==> config.mk <==
export PLATFORM = sky130hd
export DESIGN_NAME = debounce_sync
export DESIGN_NICKNAME = d
export VERILOG_FILES = /design/src/rtl/debounce_pkg.sv /design/src/rtl/debounce_sync_chain.sv /design/src/rtl/debounce_sync.sv
export SDC_FILE = /design/constraint.sdc
export NUM_CORES = 1
export LEC_CHECK = 0
export ABC_AREA = 1
export CAP_MARGIN = 40
export CORE_ASPECT_RATIO = 1.5
export CORE_UTILIZATION = 40
export DETAILED_ROUTE_END_ITERATION = 8
export GPL_TIMING_DRIVEN = 0
export PLACE_DENSITY = 0.66
export SETUP_SLACK_MARGIN = 0.5
export SLEW_MARGIN = 20
export SYNTH_ARGS = -nofsm -noshare
export SYNTH_HDL_FRONTEND = slang
export SYNTH_SLANG_ARGS = --single-unit
==> constraint.sdc <==
create_clock -name clk -period 1.8 [get_ports clk]
set_input_delay 0.45 -clock clk [delete_from_list [all_inputs] [get_ports clk]]
set_output_delay 0.45 -clock clk [all_outputs]
set_load 0.05 [all_outputs]
==> src/rtl/debounce_pkg.sv <==
// Shared types and constants for the debounce_sync input-conditioning block.
// Holds the FSM state encoding and the glitch-counter sizing.
package debounce_pkg;

    typedef enum logic {
        IDLE  = 1'b0,
        CHECK = 1'b1
    } state_e;

    localparam int GLITCH_CNT_W = 8;
    localparam logic [GLITCH_CNT_W-1:0] GLITCH_CNT_MAX = 8'hFF;

endpackage

==> src/rtl/debounce_sync_chain.sv <==
// Multi-flop synchroniser for a single asynchronous bit, reusable for any CDC input.
// The oldest stage (q_o) is the only value downstream logic may observe.
module sync_chain #(
    parameter int   SYNC_STAGES = 2,
    parameter logic RESET_VAL   = 1'b0
) (
    input  logic clk,
    input  logic rst,
    input  logic d_i,
    output logic q_o
);

    logic [SYNC_STAGES-1:0] ff_q;

    always_ff @(posedge clk or negedge rst) begin
        if (!rst) begin
            ff_q <= {SYNC_STAGES{RESET_VAL}};
        end else begin
            ff_q <= {ff_q[SYNC_STAGES-2:0], d_i};
        end
    end

    assign q_o = ff_q[SYNC_STAGES-1];

endmodule

==> src/rtl/debounce_sync.sv <==
// Synchroniser + consecutive-sample debounce + one-cycle edge pulses for a bouncy input.
// Optional `DEBOUNCE_GLITCH_CNT_EN adds a saturating count of aborted debounce windows.
module debounce_sync
    import debounce_pkg::*;
#(
    parameter int   SYNC_STAGES     = 2,
    parameter int   DEBOUNCE_CYCLES = 4,
    parameter int   CNT_W           = 16,
    parameter logic RESET_VAL       = 1'b0
) (
    input  logic clk,
    input  logic rst,
    input  logic din,
    output logic dout,
    output logic rise_pulse,
    output logic fall_pulse,
    output logic busy
`ifdef DEBOUNCE_GLITCH_CNT_EN
    ,
    output logic [GLITCH_CNT_W-1:0] glitch_cnt
`endif
);

    localparam logic [CNT_W-1:0] CNT_LAST = CNT_W'(DEBOUNCE_CYCLES - 1);

    logic             sync;
    state_e           state_q;
    logic [CNT_W-1:0] cnt_q;
    logic             dout_q;
    logic             rise_q;
    logic             fall_q;
    logic             busy_q;

    sync_chain #(
        .SYNC_STAGES (SYNC_STAGES),
        .RESET_VAL   (RESET_VAL)
    ) u_sync (
        .clk (clk),
        .rst (rst),
        .d_i (din),
        .q_o (sync)
    );

    // cnt_q counts differing samples already seen in the current window.
    always_ff @(posedge clk or negedge rst) begin
        if (!rst) begin
            state_q <= IDLE;
            cnt_q   <= '0;
            dout_q  <= RESET_VAL;
            rise_q  <= 1'b0;
            fall_q  <= 1'b0;
            busy_q  <= 1'b0;
        end else begin
            rise_q <= 1'b0;
            fall_q <= 1'b0;
            case (state_q)
                IDLE: begin
                    if (sync != dout_q) begin
                        if (DEBOUNCE_CYCLES == 1) begin
                            dout_q <= sync;
                            rise_q <= sync;
                            fall_q <= ~sync;
                        end else begin
                            state_q <= CHECK;
                            cnt_q   <= CNT_W'(1);
                            busy_q  <= 1'b1;
                        end
                    end else begin
                        cnt_q <= '0;
                    end
                end
                CHECK: begin
                    if (sync == dout_q) begin
                        state_q <= IDLE;
                        cnt_q   <= '0;
                        busy_q  <= 1'b0;
                    end else if (cnt_q == CNT_LAST) begin
                        state_q <= IDLE;
                        cnt_q   <= '0;
                        busy_q  <= 1'b0;
                        dout_q  <= sync;
                        rise_q  <= sync;
                        fall_q  <= ~sync;
                    end else begin
                        cnt_q <= cnt_q + CNT_W'(1);
                    end
                end
                default: begin
                    state_q <= IDLE;
                    cnt_q   <= '0;
                    busy_q  <= 1'b0;
                end
            endcase
        end
    end

    assign dout       = dout_q;
    assign rise_pulse = rise_q;
    assign fall_pulse = fall_q;
    assign busy       = busy_q;

`ifdef DEBOUNCE_GLITCH_CNT_EN
    logic                    glitch_evt;
    logic [GLITCH_CNT_W-1:0] glitch_cnt_q;
    logic [GLITCH_CNT_W-1:0] glitch_cnt_d;

    assign glitch_evt = (state_q == CHECK) && (sync == dout_q);

    always_comb begin
        glitch_cnt_d = glitch_cnt_q;
        if (glitch_evt && (glitch_cnt_q != GLITCH_CNT_MAX)) begin
            glitch_cnt_d = glitch_cnt_q + GLITCH_CNT_W'(1);
        end
    end

    always_ff @(posedge clk or negedge rst) begin
        if (!rst) begin
            glitch_cnt_q <= '0;
        end else begin
            glitch_cnt_q <= glitch_cnt_d;
        end
    end

    assign glitch_cnt = glitch_cnt_q;
`endif

endmodule

==> summary.md <==
| Metric | Value |
|---|---|
| Worst Max-Slew Pin Slew | `around 0.48 ns` |
| Largest net degree at the start of global routing | `16` |
| Final nets | `176` |
| Part of the Yosys area used for sequential elements | `around 47%` |
| Post-Route Skew | `~0.012 ns` |
| Sink Count | `23` |
| Design area | `1500 um2` |
| First-pass GRT wire length | `3890 um` |
| N_diodes | `0` |
| Routed Wire Length | `around 2500 um` |
| HP Class | `flip-flop to flip-flop` |
| Gr usage total | `~16%` |
| Post-DRT Antenna Nets | `0` |
| Setup-failing EPs final | `0` |
| Worst setup slack after layout | `approximately 0.47 ns` |
| PwrDens | `a little over 900 nW/um2` |
| Layout cells sized above 1 | `between 30 and 40%` |
| Critical path endpoint category | `flip-flop` |
| Chip width | `~47 um` |
| Min Tclk post-route | `between 1 and 1.5 ns` |
| Root buf cell | `clkbuf_8` |
| Largest stage delay on the critical path | `around 0.43 ns` |
| Vias in the first global route | `between 900 and 1,000` |
| Number of remaining DRC errors | `0` |
| Hold Vio Cnt, Final | `0` |
| CTS H-tree depth | `1` |
| Crit-path cells | `ha_4, nand2_4, nor2_4, and2_4, nand2_2, nand2_1, nor2_1` |
| Initial Util | `around 42%` |
| Critical path fanouts, max | `7` |
| Synth warn | `0` |
| Place WS | `roughly 0.2 ns` |
| Hold-fix buffers, CTS | `0` |
| Die height | `~69 um` |
| Post-DP HPWL | `~1800 um` |
| Via/cell ratio | `4.82` |
| WP data arrival | `1.49 ns` |
| Hold Startpoint | `u_sync.ff_q[0]$_DFF_PN0_` |
| Req. time, crit path | `1.95 ns` |
| Initial DRC count | `10` |
| CORE AREA | `2880 um2` |
| CTS tree | `done` |
| Final core occ | `52.0%` |
| Worst-path clk slew | `roughly 0.090 ns` |
| Placed Area | `about 1300 um2` |
| Clock Latency Late Sink | `around 0.26 ns` |
| Post-synthesis cell area | `about 1200 um2` |
| Standby leakage power | `around 0.66 nW` |
| Worst Setup SP | `cnt_q[0]$_DFF_PN0_` |
| Startpoint Class | `flip-flop` |
| Yosys cell types | `26` |
| Slew HR | `68.1%` |
| Antenna violations before repair | `0` |
| Final period util | `74.1%` |
| IO Pins | `7` |
| Clk buf depth | `2` |
| Synth Instances | `153` |
| Vias | `1,013` |
| Drt pass-1 iters | `4` |
| Total power | `0.00139 W` |
| CP max-delay cell | `dfrtp_1` |
| Routability cong. | `just over 0.9` |
| DR WL/cell | `between 10 and 15 um` |
| Max Fclk | `between 700 and 800 MHz` |
| Mapped Nets | `about 160` |
| Grt total ovfl | `0` |
| Maxcap violations | `0` |
| Syn-to-layout area delta | `23.6%` |
| Syn Area/Cell | `~8 um2` |
| Worst r2r src | `cnt_q[0]$_DFF_PN0_` |
| RSZ-0062 raised after global routing | `true` |
| VDD IR max | `0.000551 V` |
| Status | `finished, final reports clean` |
| Setup Crit Path Kind | `flip-flop to flip-flop` |
| Die footprint | `3260 um2` |
| CTS buffer count | `3` |
| Largest delay contributor family on the critical path | `simple AND/OR/NAND/NOR gates` |
| CP Buf/Inv Count | `0` |
| PortBufs | `6` |
| Fill count | `between 300 and 400` |
| #FFs+latches synth | `23` |
| Final Max Tran Viols | `0` |
| Std-Cell Rows | `24` |
-- final cells by class --
type,instances,area [um2],share of cell area (%)
sequential,23,584,38.9
multi-input combinational,112,628,41.9
inverter,18,67.6,4.50
tap,39,48.8,3.25
clock inverter,1,5.00,0.334
clock buffer,3,41.3,2.75
timing repair buffer,14,125,8.34
-- what timing repair did --
item                       CTS  global route
setup buffers                5             2
pin swaps                    2            13
gates resized for setup     28            21
setup endpoints to repair   23            22
-- registers in the layout (all words and copies together), names as in the netlist --
name / flops
dout: 1
rise_pulse: 1
u_sync.ff_q: 2
fall_pulse: 1
cnt_q: 16
state_q: 1
busy: 1
-- per-layer routing --
layer  vias to the layer above  track usage [%]  part of all wire (%)
met5                         -                0                     0
met1                       473             17.3                    40
met3                         6             2.34                   3.0
met4                         0             7.62                   2.5
li1                        514                -                     -
met2                        20             28.9                    54
-- worst register-to-register path: stages (launching register included) --
cell and delay [ns]:
dfrtp_1 0.43, ha_4 0.21, nand2_4 0.07, nor2_4 0.20, and2_4 0.19, nand2_2 0.04, nand2_1 0.06, nor2_1 0.04
-- worst paths after layout --
path,endpoint,slack [ns],cells after the start
worst max-delay path,cnt_q[10]$_DFF_PN0_,0.47,7
worst min-delay path,u_sync.ff_q[1]$_DFF_PN0_,0.35,0
worst max register to register,cnt_q[10]$_DFF_PN0_,0.47,7
worst min register to register,u_sync.ff_q[1]$_DFF_PN0_,0.35,0
max in group asynchronous,cnt_q[10]$_DFF_PN0_,0.81,2
min in group asynchronous,cnt_q[11]$_DFF_PN0_,0.50,1
-- cells in the final DEF, fill, tap and decap left out, drive strengths merged, types with 2 or more instances in the layout --
| cell type | Yosys | routed |
|---|---|---|
| a21oi | 2 | 2 |
| a31oi | 2 | 2 |
| buf | 0 | 12 |
| clkbuf | 0 | 3 |
| clkdlybuf4s50 | 0 | 2 |
| dfrtp | 23 | 23 |
| inv | 18 | 18 |
| nand2 | 38 | 38 |
| nand3 | 8 | 8 |
| nand4 | 5 | 5 |
| nor2 | 42 | 42 |
| nor3 | 3 | 3 |
| o21ai | 3 | 3 |
| xor2 | 2 | 2 |
-- logic make-up after synthesis --
group / count (synthesis) / share of synthesized area [%]
simple gates: 99 / 38.2
flops: 23 / 47.4
buf+inv: 18 / 5.57
compound gates: 9 / 5.57
xor+xnor: 3 / 2.17
fa+ha+maj: 1 / 1.03
-- report_power, final --
group          total (W)  switching [W]  internal (W)
sequential      0.000624      0.0000523      0.000572
clock           0.000319       0.000165      0.000154
combinational   0.000450       0.000277      0.000173
total            0.00139       0.000495      0.000899
-- per-stage QoR --
stage / hold slack (ns) / cells / setup TNS, ns
3_5_place_dp: 0.343 / 199 / 0
2_1_floorplan: 0.154 / 153 / 0
6_report: 0.355 / 210 / 0
5_1_grt: 0.371 / 210 / 0
3_3_place_gp: 0.334 / 198 / -0.00352
4_1_cts: 0.362 / 208 / 0
-- cells in the mapped netlist, drive strengths merged --
cell type	n	area share, %
nor2	42	15
nand2	38	13
dfrtp	23	47
inv	18	5.6
nand3	8	4.1
nand4	5	2.6
nor3	3	1.2
o21ai	3	1.2
a21oi	2	1.8
a31oi	2	1.0
xor2	2	1.4
a21boi	1	0.62
and2	1	0.52
ha	1	1.0
nand3b	1	0.62
o21bai	1	0.93
or2	1	0.52
xnor2	1	0.72
(Power assumes the default switching activity.)
